$ cat src/rtl/conv_encoder_k4.sv
// Rate-1/2, K=4 (8-state) convolutional encoder with 3-bit zero tail per frame.
// Valid/ready on both sides; a one-entry registered output stage absorbs backpressure.
module conv_encoder_k4 #(
  parameter logic [3:0] G0    = 4'b1101,
  parameter logic [3:0] G1    = 4'b1111,
  parameter int         CNT_W = 16
) (
  input  logic             clk,
  input  logic             rst_n,
  input  logic             in_valid,
  input  logic             in_bit,
  input  logic             in_last,
  output logic             in_ready,
  output logic             out_valid,
  output logic [1:0]       out_sym,
  output logic             out_last,
  input  logic             out_ready,
  output logic             busy,
  output logic [CNT_W-1:0] sym_count
);

  typedef enum logic [1:0] {
    ST_IDLE = 2'd0,
    ST_DATA = 2'd1,
    ST_TAIL = 2'd2
  } state_t;

  function automatic logic parity4(input logic [3:0] v);
    return ^v;
  endfunction

  // Symbol {c0,c1} for input b given shift state s (s[2] is the newest bit).
  function automatic logic [1:0] encode(input logic b, input logic [2:0] s);
    logic [3:0] vec;
    vec = {b, s};
    return {parity4(G0 & vec), parity4(G1 & vec)};
  endfunction

  state_t           state_r,     state_nxt_s;
  logic [2:0]       shift_r,     shift_nxt_s;
  logic [1:0]       tail_cnt_r,  tail_cnt_nxt_s;
  logic             out_valid_r, out_valid_nxt_s;
  logic [1:0]       out_sym_r,   out_sym_nxt_s;
  logic             out_last_r,  out_last_nxt_s;
  logic [CNT_W-1:0] sym_count_r, sym_count_nxt_s;
  logic             busy_r,      busy_nxt_s;

  logic       slot_free_s;
  logic       in_ready_s;
  logic       accept_s;
  logic       tail_step_s;
  logic       tail_done_s;
  logic       load_s;
  logic       bit_s;
  logic [1:0] sym_s;

  // Handshake qualifiers and the symbol that would be loaded this cycle.
  always_comb begin
    slot_free_s = !out_valid_r || out_ready;
    in_ready_s  = slot_free_s && ((state_r == ST_IDLE) || (state_r == ST_DATA));
    accept_s    = in_valid && in_ready_s;
    tail_step_s = (state_r == ST_TAIL) && slot_free_s;
    tail_done_s = tail_step_s && (tail_cnt_r == 2'd2);
    load_s      = accept_s || tail_step_s;
    if (accept_s) begin
      bit_s = in_bit;
    end else begin
      bit_s = 1'b0;
    end
    sym_s = encode(bit_s, shift_r);
  end

  // Next-state computation for FSM, shift register, output stage and counter.
  always_comb begin
    state_nxt_s     = state_r;
    tail_cnt_nxt_s  = tail_cnt_r;
    shift_nxt_s     = shift_r;
    out_valid_nxt_s = out_valid_r;
    out_sym_nxt_s   = out_sym_r;
    out_last_nxt_s  = out_last_r;
    sym_count_nxt_s = sym_count_r;

    case (state_r)
      ST_IDLE: begin
        if (accept_s) begin
          state_nxt_s    = in_last ? ST_TAIL : ST_DATA;
          tail_cnt_nxt_s = 2'd0;
        end else begin
          state_nxt_s = ST_IDLE;
        end
      end
      ST_DATA: begin
        if (accept_s && in_last) begin
          state_nxt_s    = ST_TAIL;
          tail_cnt_nxt_s = 2'd0;
        end else begin
          state_nxt_s = ST_DATA;
        end
      end
      ST_TAIL: begin
        if (tail_done_s) begin
          state_nxt_s    = ST_IDLE;
          tail_cnt_nxt_s = 2'd0;
        end else if (tail_step_s) begin
          tail_cnt_nxt_s = tail_cnt_r + 2'd1;
        end else begin
          state_nxt_s = ST_TAIL;
        end
      end
      default: begin
        state_nxt_s    = ST_IDLE;
        tail_cnt_nxt_s = 2'd0;
      end
    endcase

    // The shift register is never forced: three zero tail bits flush it to 000.
    if (load_s) begin
      out_valid_nxt_s = 1'b1;
      out_sym_nxt_s   = sym_s;
      out_last_nxt_s  = tail_done_s;
      shift_nxt_s     = {bit_s, shift_r[2:1]};
    end else if (out_ready) begin
      out_valid_nxt_s = 1'b0;
      out_last_nxt_s  = 1'b0;
    end else begin
      out_valid_nxt_s = out_valid_r;
    end

    if (accept_s && (state_r == ST_IDLE)) begin
      sym_count_nxt_s = CNT_W'(1);
    end else if (load_s && !(&sym_count_r)) begin
      sym_count_nxt_s = sym_count_r + CNT_W'(1);
    end else begin
      sym_count_nxt_s = sym_count_r;
    end

    busy_nxt_s = (state_nxt_s != ST_IDLE) || out_valid_nxt_s;
  end

  // State and output registers.
  always_ff @(posedge clk or negedge rst_n) begin
    if (!rst_n) begin
      state_r     <= ST_IDLE;
      tail_cnt_r  <= 2'd0;
      shift_r     <= 3'b000;
      out_valid_r <= 1'b0;
      out_sym_r   <= 2'b00;
      out_last_r  <= 1'b0;
      sym_count_r <= '0;
      busy_r      <= 1'b0;
    end else begin
      state_r     <= state_nxt_s;
      tail_cnt_r  <= tail_cnt_nxt_s;
      shift_r     <= shift_nxt_s;
      out_valid_r <= out_valid_nxt_s;
      out_sym_r   <= out_sym_nxt_s;
      out_last_r  <= out_last_nxt_s;
      sym_count_r <= sym_count_nxt_s;
      busy_r      <= busy_nxt_s;
    end
  end

  assign in_ready  = in_ready_s;
  assign out_valid = out_valid_r;
  assign out_sym   = out_sym_r;
  assign out_last  = out_last_r;
  assign busy      = busy_r;
  assign sym_count = sym_count_r;

endmodule
$ cat config.mk
export PLATFORM = sky130hd
export DESIGN_NAME = conv_encoder_k4
export DESIGN_NICKNAME = d
export VERILOG_FILES = /design/src/rtl/conv_encoder_k4.sv
export SDC_FILE = /design/constraint.sdc
export NUM_CORES = 1
export LEC_CHECK = 0
export ABC_AREA = 1
export CAP_MARGIN = 20
export CORE_MARGIN = 3
export CORE_UTILIZATION = 52
export DETAILED_ROUTE_END_ITERATION = 16
export MAX_ROUTING_LAYER = met4
export PLACE_DENSITY = 0.81
export SLEW_MARGIN = 10
export SYNTH_ARGS = -nofsm -noshare
export SYNTH_HDL_FRONTEND = slang
export SYNTH_SLANG_ARGS = --single-unit
$ cat constraint.sdc
create_clock -name clk -period 1.7 [get_ports clk]
set_input_delay 0.34 -clock clk [delete_from_list [all_inputs] [get_ports clk]]
set_output_delay 0.34 -clock clk [all_outputs]
set_load 0.02 [all_outputs]
Word level (Yosys, flattened, before mapping)
Cells that the tools add are included.
Word-level totals
  bits in registers: 28
  input port bits: 6
  output and inout bits: 22
Operators by class
  add/sub/neg operators: 2
  eq/ne operators: 6
  muxes and demuxes: 18
  reduce and logical (&&, ||, !) cells: 21
Operators by type and width (number)
  $mux W16: 2
  $mux W2: 9
  $add A16 B1 Y16 const B: 1
  $reduce_and A16 Y1: 1
  $pmux W2 S3: 2
  $reduce_xor A4 Y1: 2
  $logic_and A1 B1 Y1: 7
  $reduce_bool A2 Y1: 3
  $mux W1: 5
  $eq A2 B2 Y1 const B: 2
  $logic_or A1 B1 Y1: 4
  $ne A3 B3 Y1 const B: 1
  $reduce_and A3 Y1: 1
  $add A2 B1 Y2 const B: 1
  $eq A2 B1 Y1 const B: 1
  $logic_not A1 Y1: 2
  $logic_not A2 Y1: 1
  $ne A2 B1 Y1 const B: 1
  $ne A2 B2 Y1 const B: 1

Longest topological paths before layout
  depth after elaboration: 9
  depth in mapped cells: 10

Worst setup path after synthesis
Ideal clock, no wire load.
  path kind: reg2reg
  from: register sym_count_r[0], in the netlist sym_count[0]
  to: register sym_count_r[9], in the netlist sym_count[9]
  library setup time: 0.065 ns
  data arrival time: 1.542 ns
  required time: 1.635 ns
  slack: 0.093 ns
  cell stages (with the launch flop): 11
  buffers on the path: 1
  period minus slack after synthesis: 1.607 ns
  cells stage by stage: dfrtp_1 > ha_1 > nand2_1 > nor2_1 > nand2_2 > o21ai_4 > nand2_4 > clkinv_2 > buf_6 > nand2_1 > nand2_1
Between the ends
  cells in the longest elaborated chain, start to end: 4
  elaborated cells on any way between the ends: 7
  classes of those cells: add/sub: 1; mux: 2; reduce/logical: 4
RTL lines
  from (decl): line 45  | logic [CNT_W-1:0] sym_count_r, sym_count_nxt_s;
  from (signal assigned): line 158  | sym_count_r <= sym_count_nxt_s;
  parallel branches: the longest is 4 deep, another holds $add A16 B1 Y16
Several ways; the timed one is not identified. The select of a mux whose other input is x is not followed.
A chain may end at the register's enable or synchronous reset.

Worst setup path in the final report
  from: register busy_r, in the netlist busy
  to: output port busy
RTL lines
  from (decl): line 46  | logic busy_r, busy_nxt_s;
  from (signal assigned): line 159  | busy_r <= busy_nxt_s;
  to (decl): line 18  | output logic busy,
No word-level cell between the ends.

==> results.json <==
{
  "max-slew-margin-rel": 0.7624,
  "synth_area_um2": 1653,
  "final_nets": 281,
  "synth_seq_cells": 28,
  "dieArea_um2": 3891,
  "rows": 19,
  "critPathMaxFanout": 1,
  "final_util": 0.7381,
  "clock_latency_ns": 0.34,
  "grt_pass1_vias": 1486,
  "layout_common_cells": "79 x nand2_1, 28 x dfrtp_1, 24 x nor2_1",
  "path_cells": "clkdlybuf4s50_1",
  "dr_total_vias": 1563,
  "cts_tree": "built",
  "fin_cells": 315,
  "ys_types": 24,
  "dpl_cell_area_um2": 2085,
  "p_leak_nw": 1.127,
  "worstPathBufferInverterCount": 1,
  "ant_nets": 0,
  "fmax_mhz": 618.5,
  "h-tree-depth": 1,
  "drv_slew": 0,
  "status": "completed",
  "max_stage_delay_ns": 0.59,
  "grt_usage": 0.2051,
  "cts_made_buffers": 3,
  "synth-warning-count": 0,
  "crit_path_start_kind": "flip-flop",
  "yosysSeqAreaShare": 0.4239,
  "drive_above_1_share": 0.1612,
  "synth_fp_nets": 232,
  "antenna_found_initial": 0,
  "clk_path_buf_depth": 2,
  "postSynthAreaPerCell_um2": 7.346,
  "final_common_cell": "nand2_1",
  "arrival_ns": 1.28,
  "min_path_type": "primary input to asynchronous set/reset pin",
  "drc": 0,
  "dp_hpwl_um": 2609,
  "drtPass1Iterations": 4,
  "cp.required_ns": 1.36,
  "grt_start_max_net_pins": 29,
  "setup_tns_ns": 0,
  "die_w_um": 62.38,
  "powerDensity_nw_per_um2": 1294,
  "syn_to_final_growth_pct": 29.52,
  "routed_wl_um": 3594,
  "synth_cells": 225,
  "layout_setup_ws_ns": 0.08306,
  "crit_path_end_kind": "output pin",
  "io_pins": 28,
  "min_period_ns": 1.617,
  "antenna_cells": 0,
  "grt_pass1_wl_um": 6403,
  "nFillCells": 246,
  "ir_worst_vdd_uv": 967.2,
  "cap_viol_max_count": 0,
  "finalPower_mw": 2.769,
  "initial_utilization": 0.5699,
  "cp_top_family": "buffers and inverters",
  "finalCritPeriodShare": 0.9511,
  "wl_per_cell_um": 11.41,
  "worst_pin_slew_ns": 0.3564,
  "hold_viol_final": 0,
  "core-area_um2": 2900,
  "whs_ns": 0.3652,
  "overflow": 0,
  "routabilityCongestion": 0.8450,
  "vias_per_cell": 4.962,
  "ctsHoldBuffers": 0,
  "setup_viol_count_final": 0,
  "crit_path_top_delay_cell": "clkdlybuf4s50_1",
  "path_clk_slew_ns": 0.16,
  "io_buffers": 27,
  "dpl_worst_slack_ns": -0.2250,
  "clock_sinks": 28,
  "place_inst": 307,
  "clockRootBuffer": "clkbuf_4",
  "fin_area_um2": 2141,
  "rsz0062_at_grt": "no",
  "clock_skew_ns": 0.01264,
  "crit_type": "flip-flop to output pin",
  "die_h_um": 62.38,
  "drt_iter0_markers": 132
}
Yosys cell counts:
cell type	instances	area share
nand3_4	1	0.011
a21oi_1	1	0.0030
or2_2	2	0.0076
xor2_1	6	0.032
o21bai_1	3	0.014
ha_1	1	0.0076
dfrtp_1	28	0.42
inv_2	3	0.0068
o21ai_0	12	0.036
clkinv_2	1	0.0030
nand2_4	3	0.020
nand3b_1	1	0.0045
o21ai_4	1	0.0098
nor2_1	25	0.057
inv_1	20	0.045
buf_6	1	0.0068
nand3_1	18	0.055
nand4_1	9	0.034
nand2_1	79	0.18
buf_2	1	0.0030
nor2_2	3	0.011
nand2_2	3	0.011
nor2_4	2	0.014
buf_4	1	0.0045
routing by layer:
metal	share of wire	track usage	routed length, um
met5	0	-	0
met4	0.0086	0.05785	31
met3	0.048	0.03417	172
met2	0.45	0.3253	1635
met1	0.49	0.2730	1755
cell type report:
| cell class | count | area [um2] | area share |
|---|---|---|---|
| sequential | 28 | 700.7 | 0.3273 |
| multi-input combinational | 170 | 839.6 | 0.3922 |
| timing repair buffer | 47 | 419.2 | 0.1958 |
| tap | 42 | 52.55 | 0.02455 |
| inverter | 24 | 92.59 | 0.04325 |
| clock buffer | 4 | 36.28 | 0.01695 |
flip-flops by register name, summed over array words and instances (netlist names):
register and cells:
out_sym 2, shift_r 3, tail_cnt_r 2, busy 1, out_valid 1, sym_count 16
state_r 2, out_last 1
where the power goes:
group          internal, mW  switching [mW]  total [mW]  leakage (nW)
sequential            0.827           0.147       0.975         0.370
clock                 0.132           0.206       0.337        0.0210
combinational         0.631           0.827        1.46         0.737
worst paths after layout:
kind	start	to	slack, ns	cells past startpoint
max	busy$_DFF_PN0_	busy	0.08	1
min	rst_n	shift_r[0]$_DFFE_PN0P_	0.37	2
max reg2reg	sym_count[1]$_DFFE_PN0P_	sym_count[8]$_DFFE_PN0P_	0.11	9
min reg2reg	out_sym[1]$_DFFE_PN0P_	out_sym[1]$_DFFE_PN0P_	0.49	2
max in group asynchronous	rst_n	tail_cnt_r[1]$_DFFE_PN0P_	1.06	2
min in group clk	out_sym[1]$_DFFE_PN0P_	out_sym[1]$_DFFE_PN0P_	0.49	2
cell families after synthesis:
logic type / Yosys count / synth area share
flip-flops: 28 / 0.4239
buffers and inverters: 27 / 0.06964
XOR/XNOR: 6 / 0.03179
AO/OA/AOI/OAI: 17 / 0.06283
adder cells (fa/ha/maj): 1 / 0.007569
AND/OR/NAND/NOR: 146 / 0.4042
what timing repair did:
action | CTS | global route
pin swaps | 0 | 2
endpoints found under the hold margin | 0 | 0
buffers inserted | 0 | 4
gates resized for setup | 18 | 6
endpoints found under the setup margin | 18 | 19
Note: power is estimated with default switching activity, not from simulation.
